### src/rtl/uart_rx_if.sv
// Signal bundle for the uart_rx receiver: serial input plus received-byte outputs.
// The master modport is the receiver. The slave modport is the line driver and byte consumer.
interface uart_rx_if;
  logic       UART_RX;
  logic [7:0] data;
  logic       valid;
  logic       frame_err;
  logic       busy;

  modport master (
    input  UART_RX,
    output data,
    output valid,
    output frame_err,
    output busy
  );

  modport slave (
    output UART_RX,
    input  data,
    input  valid,
    input  frame_err,
    input  busy
  );
endinterface

### src/rtl/uart_rx.sv
// 8N1 UART receiver: two-flop synchroniser, mid-bit sampling, one-cycle valid/frame_err strobes.
// A stop bit sampled low parks the receiver in StBreak until the line returns high.
module uart_rx #(
  parameter int unsigned CLK_RATE_HZ = 50_000_000,
  parameter int unsigned BAUD        = 115200
) (
  input  logic  clk,
  input  logic  reset,
  uart_rx_if.master bus
);
  localparam int unsigned CPB  = CLK_RATE_HZ / BAUD;
  localparam int unsigned HALF = CPB / 2;
  localparam int unsigned CntW = $clog2(CPB);

  typedef enum logic [2:0] {StIdle, StStart, StBit, StStop, StBreak} state_e;

  state_e            state_q, state_d;
  logic [CntW-1:0]   cnt_q, cnt_d;
  logic [2:0]        idx_q, idx_d;
  logic [7:0]        shift_q, shift_d;
  logic [7:0]        data_q, data_d;
  logic              valid_q, valid_d;
  logic              ferr_q, ferr_d;
  logic              sync1_q, sync2_q;

  always_ff @(posedge clk) begin
    if (reset) begin
      state_q <= StIdle;
      cnt_q   <= '0;
      idx_q   <= '0;
      shift_q <= '0;
      data_q  <= '0;
      valid_q <= 1'b0;
      ferr_q  <= 1'b0;
      sync1_q <= 1'b1;
      sync2_q <= 1'b1;
    end else begin
      state_q <= state_d;
      cnt_q   <= cnt_d;
      idx_q   <= idx_d;
      shift_q <= shift_d;
      data_q  <= data_d;
      valid_q <= valid_d;
      ferr_q  <= ferr_d;
      sync1_q <= bus.UART_RX;
      sync2_q <= sync1_q;
    end
  end

  always_comb begin
    state_d = state_q;
    cnt_d   = cnt_q;
    idx_d   = idx_q;
    shift_d = shift_q;
    data_d  = data_q;
    valid_d = 1'b0;
    ferr_d  = 1'b0;
    unique case (state_q)
      StIdle: begin
        if (!sync2_q) begin
          state_d = StStart;
          cnt_d   = '0;
        end
      end
      StStart: begin
        // A start bit still low at its midpoint is genuine; anything else is a glitch.
        if (cnt_q == CntW'(HALF - 1)) begin
          cnt_d   = '0;
          idx_d   = '0;
          state_d = sync2_q ? StIdle : StBit;
        end else begin
          cnt_d = cnt_q + CntW'(1);
        end
      end
      StBit: begin
        if (cnt_q == CntW'(CPB - 1)) begin
          cnt_d          = '0;
          shift_d[idx_q] = sync2_q;
          if (idx_q == 3'd7) begin
            state_d = StStop;
          end else begin
            idx_d = idx_q + 3'd1;
          end
        end else begin
          cnt_d = cnt_q + CntW'(1);
        end
      end
      StStop: begin
        // Leaving mid stop bit lets an immediately following start edge be caught.
        if (cnt_q == CntW'(CPB - 1)) begin
          cnt_d = '0;
          if (sync2_q) begin
            data_d  = shift_q;
            valid_d = 1'b1;
            state_d = StIdle;
          end else begin
            ferr_d  = 1'b1;
            state_d = StBreak;
          end
        end else begin
          cnt_d = cnt_q + CntW'(1);
        end
      end
      StBreak: begin
        if (sync2_q) begin
          state_d = StIdle;
        end
      end
      default: state_d = StIdle;
    endcase
  end

  assign bus.data      = data_q;
  assign bus.valid     = valid_q;
  assign bus.frame_err = ferr_q;
  assign bus.busy      = (state_q != StIdle);
endmodule

### src/flat_wrapper.sv
// flat-port wrapper written by rule: the top's interface ports become plain ports
module uart_rx_flat 
#(
  parameter int unsigned CLK_RATE_HZ = 50_000_000,
  parameter int unsigned BAUD        = 115200
)
  (clk, reset, bus_UART_RX, bus_data, bus_valid, bus_frame_err, bus_busy);
  uart_rx_if bus_i ();
  input  logic clk;
  input  logic reset;
  input wire logic [$bits(bus_i.UART_RX)-1:0] bus_UART_RX;
  output wire logic [$bits(bus_i.data)-1:0] bus_data;
  output wire logic [$bits(bus_i.valid)-1:0] bus_valid;
  output wire logic [$bits(bus_i.frame_err)-1:0] bus_frame_err;
  output wire logic [$bits(bus_i.busy)-1:0] bus_busy;
  assign bus_i.UART_RX = bus_UART_RX;
  assign bus_data = bus_i.data;
  assign bus_valid = bus_i.valid;
  assign bus_frame_err = bus_i.frame_err;
  assign bus_busy = bus_i.busy;
  uart_rx #(.CLK_RATE_HZ(CLK_RATE_HZ), .BAUD(BAUD)) u_core (.clk(clk), .reset(reset), .bus(bus_i));
endmodule
### config.mk
export PLATFORM = sky130hd
export DESIGN_NAME = uart_rx_flat
export DESIGN_NICKNAME = d
export VERILOG_FILES = /design/src/rtl/uart_rx_if.sv /design/src/rtl/uart_rx.sv /design/src/flat_wrapper.sv
export SDC_FILE = /design/constraint.sdc
export NUM_CORES = 1
export LEC_CHECK = 0
export ABC_CLOCK_PERIOD_IN_PS = 2050
export CAP_MARGIN = 20
export CORE_MARGIN = 2
export CORE_UTILIZATION = 45
export DETAILED_ROUTE_END_ITERATION = 16
export PLACE_DENSITY_LB_ADDON = 0.2
export SLEW_MARGIN = 20
export SYNTH_ARGS = -nofsm -noshare
export SYNTH_HDL_FRONTEND = slang
export SYNTH_SLANG_ARGS = --single-unit
### constraint.sdc
create_clock -name clk -period 2.05 [get_ports clk]
set_input_delay 0.3075 -clock clk [delete_from_list [all_inputs] [get_ports clk]]
set_output_delay 0.3075 -clock clk [all_outputs]
set_load 0.005 [all_outputs]
==> impl_metrics.tcl <==
set metrics [dict create \
    cp_slowest_stage_delay_ns 0.44 \
    wl_um 3247 \
    netlist_area_um2 1640 \
    max-slew-margin-rel_pct 66.47 \
    die_area_um2 4144 \
    syn_avg_cell_area_um2 8.412 \
    pin_count 14 \
    fmax_mhz 513.7 \
    ir_worst_vdd_mv 0.3927 \
    critPathMaxFanout 9 \
    hold_buffers 0 \
    start_util_pct 48.02 \
    synthDistinctLibCells 39 \
    end_kind "output pin" \
    skew_ns 0.006850 \
    gp_congestion 0.8360 \
    outcome "finished clean" \
    async_flop_share_pct 0 \
    portBuffers 13 \
    die_h_um 64.38 \
    yosysWarnings 0 \
    worst_ep_required_time_ns 1.74 \
    clkSlewWorstSetupHoldPaths_ns 0.11 \
    holdCritPathClass "register to register" \
    post-route-period-util_pct 94.96 \
    gr-usage-all-layers_pct 18.16 \
    drtPass1Iterations 4 \
    yosysMostFrequentCell "dfxtp_1" \
    fin_area_um2 1917 \
    antenna_found_initial 0 \
    area_growth_syn_to_layout_pct 16.86 \
    drive_above_1_share_pct 12.74 \
    die_w_um 64.38 \
    clock-sinks 35 \
    core_um2 3416 \
    initialDrtViolationCount 76 \
    syn_inst 195 \
    cellLeakagePower_nw 0.7252 \
    path_class "register to output pin" \
    crit_path_top_delay_cell "clkdlybuf4s50_1" \
    clock_latency_ns 0.35 \
    routedWlPerCell_um 12.59 \
    synth_area_leaders "dfxtp_1 (43%), mux2i_1 (9.2%), nor2_1 (6.6%)" \
    nNetsFinal 219 \
    root_buffer "clkbuf_4" \
    grt_pass1_vias 1282 \
    maxCapViolCount 0 \
    synth_top_flop_cell "dfxtp_1" \
    synth_top_cell_by_area "dfxtp_1" \
    synth_edf_count 0 \
    postCtsSetupBuffers 0 \
    yosysSeqAreaShare_pct 42.72 \
    cts_buffers 5 \
    critPathTopFamily "buffers and inverters" \
    tightest_slew_ns 0.5023 \
    p_total_mw 1.282 \
    clockBufferDepth 2 \
    postCtsResizedCells 0 \
    grt_max_degree 23 \
    path_buf_inv 2 \
    final_core_util_pct 56.12 \
    placement_rows 21 \
    dp_hpwl_um 2264 \
    critPathLaunchType "register" \
    dpl_cell_area_um2 1837 \
    arrival_ns 1.64 \
    htreeDepth 2 \
    tritoncts "done" \
    path_cells "buf_4 -> or3_1 -> clkdlybuf4s50_1" \
    yosys-top-cells-count "dfxtp_1 (35), nor2_1 (29), nand2_1 (26), mux2i_1 (15), nand3_1 (12)" \
    grt_pass1_wl_um 5796 \
    vias_per_cell 5.364 \
    fin_hold_ws_ns 0.4266 \
    n_antenna_cell 0 \
    finalSetupTns_ns 0 \
    finalCriticalPeriod_ns 1.947 \
    ys_ff_latch 35 \
    maxSlewViolCount 0 \
    final-hold-violation-count 0 \
    vias 1384 \
    remaining_drc_errors 0 \
    setup_viol 0 \
    synth_top_cell_area_share_pct 42.72 \
    syn_nets 203 \
    grt-ovfl-total 0 \
    antenna_left 0 \
    p_per_area_nw_per_um2 668.8 \
]
[sequential cells by signal (all words and copies together), names as in the netlist]
signal                count
u_core.shift_q            8
u_core.bus.valid          1
u_core.idx_q              3
u_core.sync2_q            1
u_core.bus.frame_err      1
u_core.sync1_q            1
u_core.cnt_q              9
u_core.bus.data           8
u_core.state_q            3
[layer usage]
layer / up-vias / global-route usage (%) / share of wire (%)
li1: 708 / - / -
met1: 638 / 23.54 / 47
met4: 0 / 7.181 / 1.9
met3: 6 / 5.810 / 4.6
met2: 32 / 27.99 / 47
met5: - / 0 / 0
[path summary, 6_finish.rpt]
| check | slack, ns | depth (start not counted) | to | start |
|---|---|---|---|---|
| min reg2reg | 0.43 | 1 | u_core.sync2_q | u_core.sync1_q |
| max reg2reg | 0.12 | 7 | u_core.idx_q[0] | u_core.cnt_q[1] |
| min | 0.43 | 1 | u_core.sync2_q | u_core.sync1_q |
| max | 0.10 | 3 | bus_busy | u_core.state_q[0] |
[metrics by stage]
stage | cells | setup slack (ns)
2_1_floorplan | 195 | 0.2270
3_3_place_gp | 250 | 0.1270
3_5_place_dp | 250 | 0.06122
4_1_cts | 258 | 0.007127
5_1_grt | 258 | -0.002202
6_report | 258 | 0.1034
[cells by family (layout without fill, tap and decap cells)]
group,count (synthesis),count (layout),share of synthesized area [%]
mux,15,15,9.153
fa+ha+maj,5,5,3.814
simple gates,99,99,30.05
compound gates,25,25,9.916
buf+inv,15,32,3.814
flops,35,35,42.72
xor+xnor,1,1,0.5340
[cells in the final DEF, fill, tap and decap left out, types with 2 or more instances in the layout]
master	instances
a21oi_1	5
a22oi_1	2
a31oi_1	6
buf_4	8
clkbuf_4	5
clkdlybuf4s50_1	13
clkinvlp_4	2
dfxtp_1	34
ha_1	5
inv_1	3
mux2i_1	15
nand2_1	25
nand3_1	12
nand3b_1	2
nand4_1	2
nor2_1	29
nor2b_1	5
nor3_1	4
o21ai_0	3
or2_2	4
or3_1	4
[power breakdown]
group	total, mW	internal, mW	leakage (nW)	switching (mW)
sequential	0.707	0.693	0.283	0.0141
combinational	0.183	0.0799	0.414	0.103
clock	0.392	0.137	0.0278	0.255
total	1.28	0.910	0.725	0.372
[area by class of cell]
class | count | area [µm²]
fillers | 316 | 1499
multi-input cells | 145 | 894.6
flip-flops and latches | 35 | 701.9
repair buffers | 21 | 190.2
well taps | 46 | 57.56
clock buffers | 5 | 37.54
clock inverters | 3 | 23.77
inverters | 3 | 11.26
No activity file was read; power rests on OpenSTA's default activity.
